<file path="src/rtl/seq_pattern_generator_pkg.sv">
// seq_gen_pkg
// Shared definitions for the serial pattern generator:
//   - FSM state encoding (IDLE/SEND/GAP/DONE)
//   - default pattern width and the matching bit-index width
//   - small helper used to derive the busy flag from a state value
package seq_gen_pkg;

  localparam int PAT_W_DEFAULT = 8;
  localparam int IDX_W         = $clog2(PAT_W_DEFAULT);

  localparam logic [1:0] ST_IDLE = 2'b00;
  localparam logic [1:0] ST_SEND = 2'b01;
  localparam logic [1:0] ST_GAP  = 2'b10;
  localparam logic [1:0] ST_DONE = 2'b11;

  function automatic logic state_is_busy(input logic [1:0] st);
    return (st != ST_IDLE);
  endfunction

endpackage

</file>
<file path="src/rtl/seq_pattern_generator_shifter.sv">
// pattern_shifter
// Holds the captured pattern and length, plus the bit-index down-counter that
// walks the pattern MSB-first. At the end of a repetition the index reloads
// to the captured length so the next repetition can start without a bubble.
//
// Ports:
//   clk, rst     clock, asynchronous active-high reset
//   load         capture pattern/len_m1 and set index to len_m1
//   advance      step the index (reloading to len_m1_cap after bit 0)
//   pattern      pattern bits to capture on load
//   len_m1       pattern length minus 1 to capture on load
//   next_bit     pattern bit at the index that will be held after this edge
//   next_first   that index is the first bit of a repetition
//   last_bit     the index currently held is bit 0 (end of repetition)
//
// next_bit/next_first look one edge ahead so the top level can register its
// serial outputs and still present the first bit in the cycle right after
// the start edge.
module pattern_shifter #(
  parameter int PAT_W = 8,
  parameter int IW    = $clog2(PAT_W)
) (
  input  logic             clk,
  input  logic             rst,
  input  logic             load,
  input  logic             advance,
  input  logic [PAT_W-1:0] pattern,
  input  logic [IW-1:0]    len_m1,
  output logic             next_bit,
  output logic             next_first,
  output logic             last_bit
);

  logic [PAT_W-1:0] pattern_cap_reg;
  logic [IW-1:0]    len_cap_reg;
  logic [IW-1:0]    idx_reg;

  logic [PAT_W-1:0] pattern_next;
  logic [IW-1:0]    len_next;
  logic [IW-1:0]    idx_next;

  always_comb begin
    pattern_next = pattern_cap_reg;
    len_next     = len_cap_reg;
    idx_next     = idx_reg;
    if (load) begin
      pattern_next = pattern;
      len_next     = len_m1;
      idx_next     = len_m1;
    end else if (advance) begin
      if (idx_reg == '0) begin
        idx_next = len_cap_reg;
      end else begin
        idx_next = idx_reg - 1'b1;
      end
    end
  end

  always_ff @(posedge clk or posedge rst) begin
    if (rst) begin
      pattern_cap_reg <= '0;
      len_cap_reg     <= '0;
      idx_reg         <= '0;
    end else begin
      pattern_cap_reg <= pattern_next;
      len_cap_reg     <= len_next;
      idx_reg         <= idx_next;
    end
  end

  assign next_bit   = pattern_next[idx_next];
  assign next_first = (idx_next == len_next);
  assign last_bit   = (idx_reg == '0);

endmodule

</file>
<file path="src/rtl/seq_pattern_generator.sv">
// seq_pattern_generator
// Serial bit-pattern transmitter. On a start pulse in IDLE it captures the
// pattern, length, repeat count and gap, then shifts the pattern out
// MSB-first one bit per clock, repeat_m1+1 times, with gap idle cycles
// between repetitions, followed by a one-cycle done pulse.
//
// Ports:
//   clk        system clock, rising edge
//   rst        asynchronous active-high reset
//   start      single-cycle request, honoured only in IDLE
//   pattern    pattern bits, [len_m1:0] used
//   len_m1     pattern length minus 1
//   repeat_m1  repetitions minus 1
//   gap        idle cycles between repetitions (0 = back-to-back)
//   abort      cancel the current operation
//   busy       high whenever the FSM is not IDLE
//   bit_out    serial data (0 when bit_valid is low)
//   bit_valid  bit_out carries a pattern bit
//   first_bit  first bit of each repetition
//   done       one-cycle pulse after the final bit
//
// All outputs are flops loaded from the next-state logic, so they change
// only on clk (or clear at once on rst) and follow the FSM state exactly.
module seq_pattern_generator
  import seq_gen_pkg::*;
#(
  parameter int PAT_W = PAT_W_DEFAULT,
  parameter int REP_W = 4,
  parameter int GAP_W = 4
) (
  input  logic                     clk,
  input  logic                     rst,
  input  logic                     start,
  input  logic [PAT_W-1:0]         pattern,
  input  logic [$clog2(PAT_W)-1:0] len_m1,
  input  logic [REP_W-1:0]         repeat_m1,
  input  logic [GAP_W-1:0]         gap,
  input  logic                     abort,
  output logic                     busy,
  output logic                     bit_out,
  output logic                     bit_valid,
  output logic                     first_bit,
  output logic                     done
);

  // Index width for this instance (the package value covers the default width).
  localparam int IW = $clog2(PAT_W);

  logic [1:0]       state_reg, state_next;
  logic [REP_W-1:0] rep_reg, rep_next;
  logic [GAP_W-1:0] gap_cap_reg, gap_cap_next;
  logic [GAP_W-1:0] gap_cnt_reg, gap_cnt_next;

  logic busy_reg, bit_out_reg, bit_valid_reg, first_bit_reg, done_reg;

  logic load, advance;
  logic next_bit, next_first, last_bit;

  pattern_shifter #(
    .PAT_W (PAT_W),
    .IW    (IW)
  ) u_shifter (
    .clk        (clk),
    .rst        (rst),
    .load       (load),
    .advance    (advance),
    .pattern    (pattern),
    .len_m1     (len_m1),
    .next_bit   (next_bit),
    .next_first (next_first),
    .last_bit   (last_bit)
  );

  always_comb begin
    state_next   = state_reg;
    rep_next     = rep_reg;
    gap_cap_next = gap_cap_reg;
    gap_cnt_next = gap_cnt_reg;
    load         = 1'b0;
    advance      = 1'b0;

    case (state_reg)
      ST_IDLE: begin
        // abort beats a simultaneous start
        if (start && !abort) begin
          load         = 1'b1;
          rep_next     = repeat_m1;
          gap_cap_next = gap;
          state_next   = ST_SEND;
        end
      end

      ST_SEND: begin
        if (abort) begin
          state_next = ST_IDLE;
        end else begin
          // Advancing on bit 0 reloads the index, so a back-to-back
          // repetition continues with no bubble.
          advance = 1'b1;
          if (last_bit) begin
            if (rep_reg != '0) begin
              rep_next = rep_reg - 1'b1;
              if (gap_cap_reg != '0) begin
                gap_cnt_next = gap_cap_reg;
                state_next   = ST_GAP;
              end
            end else begin
              state_next = ST_DONE;
            end
          end
        end
      end

      ST_GAP: begin
        if (abort) begin
          state_next = ST_IDLE;
        end else begin
          gap_cnt_next = gap_cnt_reg - 1'b1;
          // Leaving on a count of 1 gives exactly gap_cap idle cycles.
          if (gap_cnt_reg == GAP_W'(1)) begin
            state_next = ST_SEND;
          end
        end
      end

      default: begin
        // DONE lasts one cycle; start is ignored here.
        state_next = ST_IDLE;
      end
    endcase
  end

  always_ff @(posedge clk or posedge rst) begin
    if (rst) begin
      state_reg     <= ST_IDLE;
      rep_reg       <= '0;
      gap_cap_reg   <= '0;
      gap_cnt_reg   <= '0;
      busy_reg      <= 1'b0;
      bit_out_reg   <= 1'b0;
      bit_valid_reg <= 1'b0;
      first_bit_reg <= 1'b0;
      done_reg      <= 1'b0;
    end else begin
      state_reg     <= state_next;
      rep_reg       <= rep_next;
      gap_cap_reg   <= gap_cap_next;
      gap_cnt_reg   <= gap_cnt_next;
      busy_reg      <= state_is_busy(state_next);
      bit_valid_reg <= (state_next == ST_SEND);
      bit_out_reg   <= (state_next == ST_SEND) && next_bit;
      first_bit_reg <= (state_next == ST_SEND) && next_first;
      done_reg      <= (state_next == ST_DONE);
    end
  end

  assign busy      = busy_reg;
  assign bit_out   = bit_out_reg;
  assign bit_valid = bit_valid_reg;
  assign first_bit = first_bit_reg;
  assign done      = done_reg;

endmodule

</file>
<file path="config.mk">
export PLATFORM = sky130hd
export DESIGN_NAME = seq_pattern_generator
export DESIGN_NICKNAME = d
export VERILOG_FILES = /design/src/rtl/seq_pattern_generator_pkg.sv /design/src/rtl/seq_pattern_generator_shifter.sv /design/src/rtl/seq_pattern_generator.sv
export SDC_FILE = /design/constraint.sdc
export NUM_CORES = 1
export LEC_CHECK = 0
export CAP_MARGIN = 20
export CORE_MARGIN = 10
export CORE_UTILIZATION = 45
export CTS_BUF_LIST = sky130_fd_sc_hd__clkbuf_4
export CTS_CLUSTER_DIAMETER = 60
export DETAILED_ROUTE_END_ITERATION = 7
export PLACE_DENSITY = 0.8
export SLEW_MARGIN = 20
export SYNTH_ARGS = -nofsm -noshare
export SYNTH_HDL_FRONTEND = slang
export SYNTH_SLANG_ARGS = --single-unit
</file>
<file path="constraint.sdc">
create_clock -name clk -period 2.7 [get_ports clk]
set_input_delay 0.675 -clock clk [delete_from_list [all_inputs] [get_ports clk]]
set_output_delay 0.675 -clock clk [all_outputs]
set_load 0.1 [all_outputs]
</file>
==> results of run 1 <==
-- power breakdown --
part           leakage, nW  internal [mW]  switching, mW
clock               0.0310         0.0980          0.174
combinational        0.620          0.263          0.353
sequential           0.407          0.621         0.0978
total                 1.06          0.982          0.625
-- area by class of cell --
cell class                 count  area [µm²]
multi-input combinational    152       913.4
clock inverter                 3       17.52
fill                         367        1717
inverter                      12       45.04
timing repair buffer          38       352.8
clock buffer                   5       37.54
sequential                    33       825.8
tap                           50       62.56
-- cell usage in the layout (no fill, tap or decap), types with 3 or more instances in the layout --
cell             count
clkbuf_4             5
mux2i_1              4
nor2b_1              3
nand3_1              7
a21oi_1              9
nor3_1               5
nand2b_1             7
ha_1                 6
inv_1               12
nand2_1             51
nor2_1              12
o21ai_0             12
clkdlybuf4s50_1     22
o211ai_1             4
buf_4               15
dfrtp_1             33
-- worst reg2reg max path, stage by stage, from the launching register on --
cell,delay (ns)
dfrtp_1,0.40
inv_1,0.12
ha_1,0.17
or3b_2,0.48
nand3_1,0.13
nor2_1,0.05
o21bai_1,0.46
o21bai_1,0.16
o311a_1,0.13
-- cells in the mapped netlist (2+ instances only) --
cell,count,area (µm²)
nand2_1,51,191.4
dfrtp_1,33,825.8
inv_1,12,45.04
nor2_1,12,45.04
o21ai_0,12,60.06
a21oi_1,9,45.04
nand2b_1,7,43.79
nand3_1,7,35.03
ha_1,6,75.07
nor3_1,5,25.02
mux2i_1,4,40.04
o211ai_1,4,30.03
buf_6,3,33.78
nor2b_1,3,18.77
a211o_1,2,17.52
a22oi_1,2,15.01
clkbuf_1,2,7.510
mux2_2,2,22.52
nor3b_1,2,15.01
o21bai_1,2,15.01
or2_2,2,12.51
-- through the flow --
stage                     hold WS [ns]  power [mW]  std cells  setup slack (ns)  setup TNS (ns)
after detailed placement        0.4588       1.348        285          -0.02366        -0.02366
final                           0.4826       1.607        293            0.3129               0
after floorplan                 0.4358       1.167        204            0.5330               0
after global routing            0.5044       1.732        293            0.2375               0
after CTS                       0.4841       1.626        293            0.3227               0
after global placement          0.4561       1.324        285           0.04607               0
-- path summary, 6_finish.rpt --
| path | endpoint | cells past startpoint | slack, ns | from |
|---|---|---|---|---|
| worst max register to register | gap_cnt_reg[2]$_DFFE_PP0P_ | 8 | 0.51 | rep_reg[0]$_DFFE_PP0P_ |
| min in group asynchronous | u_shifter.len_cap_reg[1]$_DFF_PP0_ | 3 | 0.70 | rst |
| worst min-delay path | u_shifter.pattern_cap_reg[1]$_DFF_PP0_ | 2 | 0.48 | u_shifter.pattern_cap_reg[1]$_DFF_PP0_ |
| worst min register to register | u_shifter.pattern_cap_reg[1]$_DFF_PP0_ | 2 | 0.48 | u_shifter.pattern_cap_reg[1]$_DFF_PP0_ |
| max in group asynchronous | gap_cap_reg[2]$_DFFE_PP0P_ | 3 | 1.70 | rst |
| worst max-delay path | bit_out$_DFF_PP0_ | 8 | 0.31 | start |
-- per-layer routing --
metal / global-route usage, % / share of wire [%]
met1: 13.11 / 46
met2: 18.75 / 47
met3: 4.980 / 5.9
met4: 3.653 / 1.5
met5: 0 / 0
-- logic make-up (layout without fill, tap and decap cells) --
group	after synthesis	count (layout)	synth area share, %
flops	33	33	45.02
simple gates	96	96	25.44
mux	6	6	3.411
xor+xnor	2	2	0.9552
fa+ha+maj	6	6	4.093
compound gates	42	42	15.89
buf+inv	19	58	5.184
==> impl_metrics.env, run 1 <==
export IMPL_clk_pin_slew_worst_paths_ns=0.10
export IMPL_antenna_left=0
export IMPL_ir_drop_mv=0.2966
export IMPL_diodes=0
export IMPL_final_hold_violation_count=0
export IMPL_cp_start_kind="input port"
export IMPL_cts_buffers=5
export IMPL_initial_core_util_pct=46.19
export IMPL_maxSlewViolCount=0
export IMPL_rows=23
export IMPL_largest_reg_flops=8
export IMPL_hold_class="register to register"
export IMPL_drc=0
export IMPL_final_setup_skew_ns=0.009160
export IMPL_p_leak_nw=1.058
export IMPL_synthFlopType="dfrtp_1"
export IMPL_worst_ep_required_time_ns=2.96
export IMPL_async_reset_ff_share_pct=100.0
export IMPL_drv_cap=0
export IMPL_grt_max_degree=34
export IMPL_cp_max_fo=7
export IMPL_areaGrowthSynthToFinish_pct=22.92
export IMPL_worstMarginPinSlew_ns=0.5638
export IMPL_critPathBufInv=2
export IMPL_seq_area_frac_synth_pct=45.02
export IMPL_place_congestion=0.8446
export IMPL_dp_hpwl_mm=3.003
export IMPL_period_needed_ns=2.387
export IMPL_synth_ff_latch_count=33
export IMPL_placed_area_um2=2200
export IMPL_vias=1500
export IMPL_yosys_warnings=0
export IMPL_crit_chain="clkdlybuf4s50_1 > or4b_4 > nand3_2 > o22ai_4 > buf_4 > mux2i_1 > mux2_2 > o22ai_2"
export IMPL_setup_viol=0
export IMPL_clockBufferDepth=2
export IMPL_clkLatencyLatePin_ns=0.34
export IMPL_grt_first_pass_wirelength_mm=6.734
export IMPL_die_x_um=83.85
export IMPL_drive_gt1_share_pct=15.64
export IMPL_worstSetupEndpointType="register"
export IMPL_timing_final_crit_share_pct=88.41
export IMPL_synthCells=204
export IMPL_grt_setup_unrepaired="no"
export IMPL_core_um2=3971
export IMPL_clock_fmax_mhz=418.9
export IMPL_syn_avg_cell_area_um2=8.991
export IMPL_fin_nets=271
export IMPL_status="finished clean"
export IMPL_cp_arrival_ns=2.65
export IMPL_grt_overflow_total=0
export IMPL_synth_nets=233
export IMPL_cp_top_family="buffers and inverters"
export IMPL_vias_per_cell=5.119
export IMPL_crit_slowest_cell="or4b_4"
export IMPL_stdcell_area_um2=2255
export IMPL_cts_tree="built"
export IMPL_powerDensity_nw_per_um2=712.8
export IMPL_synth_distinct_cells=43
export IMPL_ctsResizeCount=0
export IMPL_syn_area_um2=1834
export IMPL_cts_htree_levels=2
export IMPL_cts_setup_buffers=0
export IMPL_grt_pass1_vias=1494
export IMPL_die_area_um2=7030
export IMPL_avgRoutedWirePerCell_um=13.49
export IMPL_maxSlewHeadroom_pct=62.34
export IMPL_antenna_found_initial=0
export IMPL_cts_root_buf="clkbuf_4"
export IMPL_clock_sinks=33
export IMPL_post_route_util_pct=56.77
export IMPL_synth_edf_count=0
export IMPL_worstSetupPathType="input port to register"
export IMPL_slowest_delay_ns=0.55
export IMPL_ctsHoldBuffers=0
export IMPL_ios=28
export IMPL_port_buffer_count=27
export IMPL_first_pass_iters=5
export IMPL_die_h_um=83.85
export IMPL_grt_usage_pct=11.47
export IMPL_routed_wl_mm=3.953
export IMPL_drt_iter0_markers=90
(Power assumes the default switching activity.)
==> run 2, diff against run 1 <==
Settings changed: CAP_MARGIN 20 to 40, CORE_UTILIZATION 45 to 40, PLACE_DENSITY 0.8 to 0.74.
==> impl_metrics.env, run 2 (synthesized netlist as in run 1, its figures left out) <==
export IMPL_status="finished clean"
export IMPL_rows=24
export IMPL_clock_fmax_mhz=431.0
export IMPL_largest_reg_flops=8
export IMPL_layout_common_cells="nand2_1 (51), dfrtp_1 (33), clkdlybuf4s50_1 (22), buf_4 (15)"
export IMPL_stdcell_area_um2=2261
export IMPL_cts_tree="built"
export IMPL_maxSlewHeadroom_pct=65.49
export IMPL_initial_core_util_pct=41.84
export IMPL_worstSetupEndpointType="register"
export IMPL_placed_area_um2=2182
export IMPL_fillers=417
export IMPL_final_hold_violation_count=0
export IMPL_place_congestion=0.9091
export IMPL_diodes=0
export IMPL_grt_setup_unrepaired="no"
export IMPL_drive_gt1_share_pct=14.88
export IMPL_r2r_setup_slack_ns=0.55
export IMPL_ff2ff_path_depth=8
export IMPL_die_area_um2=7694
export IMPL_grt_usage_pct=10.93
export IMPL_fin_nets=270
export IMPL_cts_root_buf="clkbuf_4"
export IMPL_clk_pin_slew_worst_paths_ns=0.10
export IMPL_dp_hpwl_mm=2.953
export IMPL_die_h_um=87.72
export IMPL_hold_start="u_shifter.pattern_cap_reg[3]$_DFF_PP0_"
export IMPL_maxSlewViolCount=0
export IMPL_worst_ep_required_time_ns=2.98
export IMPL_drv_cap=0
export IMPL_ctsResizeCount=0
export IMPL_hold_class="register to register"
export IMPL_clock_sinks=33
export IMPL_powerDensity_nw_per_um2=750.6
export IMPL_rr_endpoint="gap_cnt_reg[2]$_DFFE_PP0P_"
export IMPL_routed_wl_mm=3.940
export IMPL_grt_overflow_total=0
export IMPL_grt_first_pass_wirelength_mm=6.775
export IMPL_min_path_cells=2
export IMPL_areaGrowthSynthToFinish_pct=23.26
export IMPL_worstMarginPinSlew_ns=0.5165
export IMPL_timing_final_crit_share_pct=85.93
export IMPL_die_x_um=87.72
export IMPL_cp_start_kind="input port"
export IMPL_ios=28
export IMPL_ir_drop_mv=0.2442
export IMPL_antenna_left=0
export IMPL_drt_iter0_markers=76
export IMPL_vias_per_cell=5.068
export IMPL_grt_pass1_vias=1462
export IMPL_worstSetupPathType="input port to register"
export IMPL_min_to="u_shifter.pattern_cap_reg[3]$_DFF_PP0_"
export IMPL_setup_viol=0
export IMPL_final_setup_skew_ns=0.009318
export IMPL_p_leak_nw=1.064
export IMPL_tns_ns=0
export IMPL_period_needed_ns=2.320
export IMPL_clkLatencyLatePin_ns=0.34
export IMPL_first_pass_iters=6
export IMPL_avgRoutedWirePerCell_um=13.40
export IMPL_cts_htree_levels=2
export IMPL_grt_max_degree=34
export IMPL_drc=0
export IMPL_cp_max_fo=8
export IMPL_mostFrequentLayoutCell="nand2_1"
export IMPL_core_um2=4384
export IMPL_ctsHoldBuffers=0
export IMPL_port_buffer_count=27
export IMPL_cts_buffers=5
export IMPL_antenna_found_initial=0
export IMPL_clockBufferDepth=2
export IMPL_vias=1490
export IMPL_cp_arrival_ns=2.60
export IMPL_cts_setup_buffers=0
export IMPL_r2r_start="rep_reg[0]$_DFFE_PP0P_"
[run 2: cell type report]
type / count / area, µm² / area share, %
clock buffer: 6 / 45.04 / 1.992
clock inverter: 2 / 33.78 / 1.494
inverter: 12 / 45.04 / 1.992
multi-input combinational: 152 / 913.4 / 40.40
sequential: 33 / 825.8 / 36.52
tap: 52 / 65.06 / 2.878
timing repair buffer: 37 / 332.8 / 14.72
[run 2: report_power, final]
group | switching, mW | internal [mW] | total (mW)
combinational | 0.350 | 0.259 | 0.609
clock | 0.170 | 0.203 | 0.372
sequential | 0.0953 | 0.620 | 0.716
[run 2: how the worst max path moves through the flow]
| stage | start | end | slack (ns) |
|---|---|---|---|
| finish | start | bit_out$_DFF_PP0_ | 0.38 |
| floorplan | abort | bit_out$_DFF_PP0_ | 0.53 |
| detailed placement | start | bit_out$_DFF_PP0_ | 0.02 |
| global placement | start | bit_out$_DFF_PP0_ | 0.06 |
| global route | start | bit_out$_DFF_PP0_ | 0.32 |
| CTS | start | bit_out$_DFF_PP0_ | 0.39 |
[run 2: worst max-delay path: stages]
cell	delay (ns)
clkdlybuf4s50_1	0.47
or4b_4	0.54
nand3_2	0.13
o22ai_4	0.08
buf_4	0.18
mux2i_1	0.12
mux2_2	0.27
o22ai_2	0.13
[run 2: routing by layer]
| metal | part of all wire [%] | track usage [%] |
|---|---|---|
| met1 | 46 | 13.75 |
| met2 | 49 | 16.80 |
| met3 | 3.6 | 3.157 |
| met4 | 2.2 | 5.217 |
| met5 | 0 | 0 |
[run 2: through the flow]
stage                     std cells  hold WS [ns]  utilization [%]  power (mW)  setup slack, ns
after floorplan                 204        0.4358                -       1.167           0.5330
after global placement          286        0.4633            49.77       1.321          0.05997
after detailed placement        286        0.4635            49.77       1.338          0.02372
after CTS                       294        0.4885            51.57       1.716           0.3912
after global routing            294        0.5020            51.57       1.829           0.3225
final                           294        0.4825            51.57       1.697           0.3799
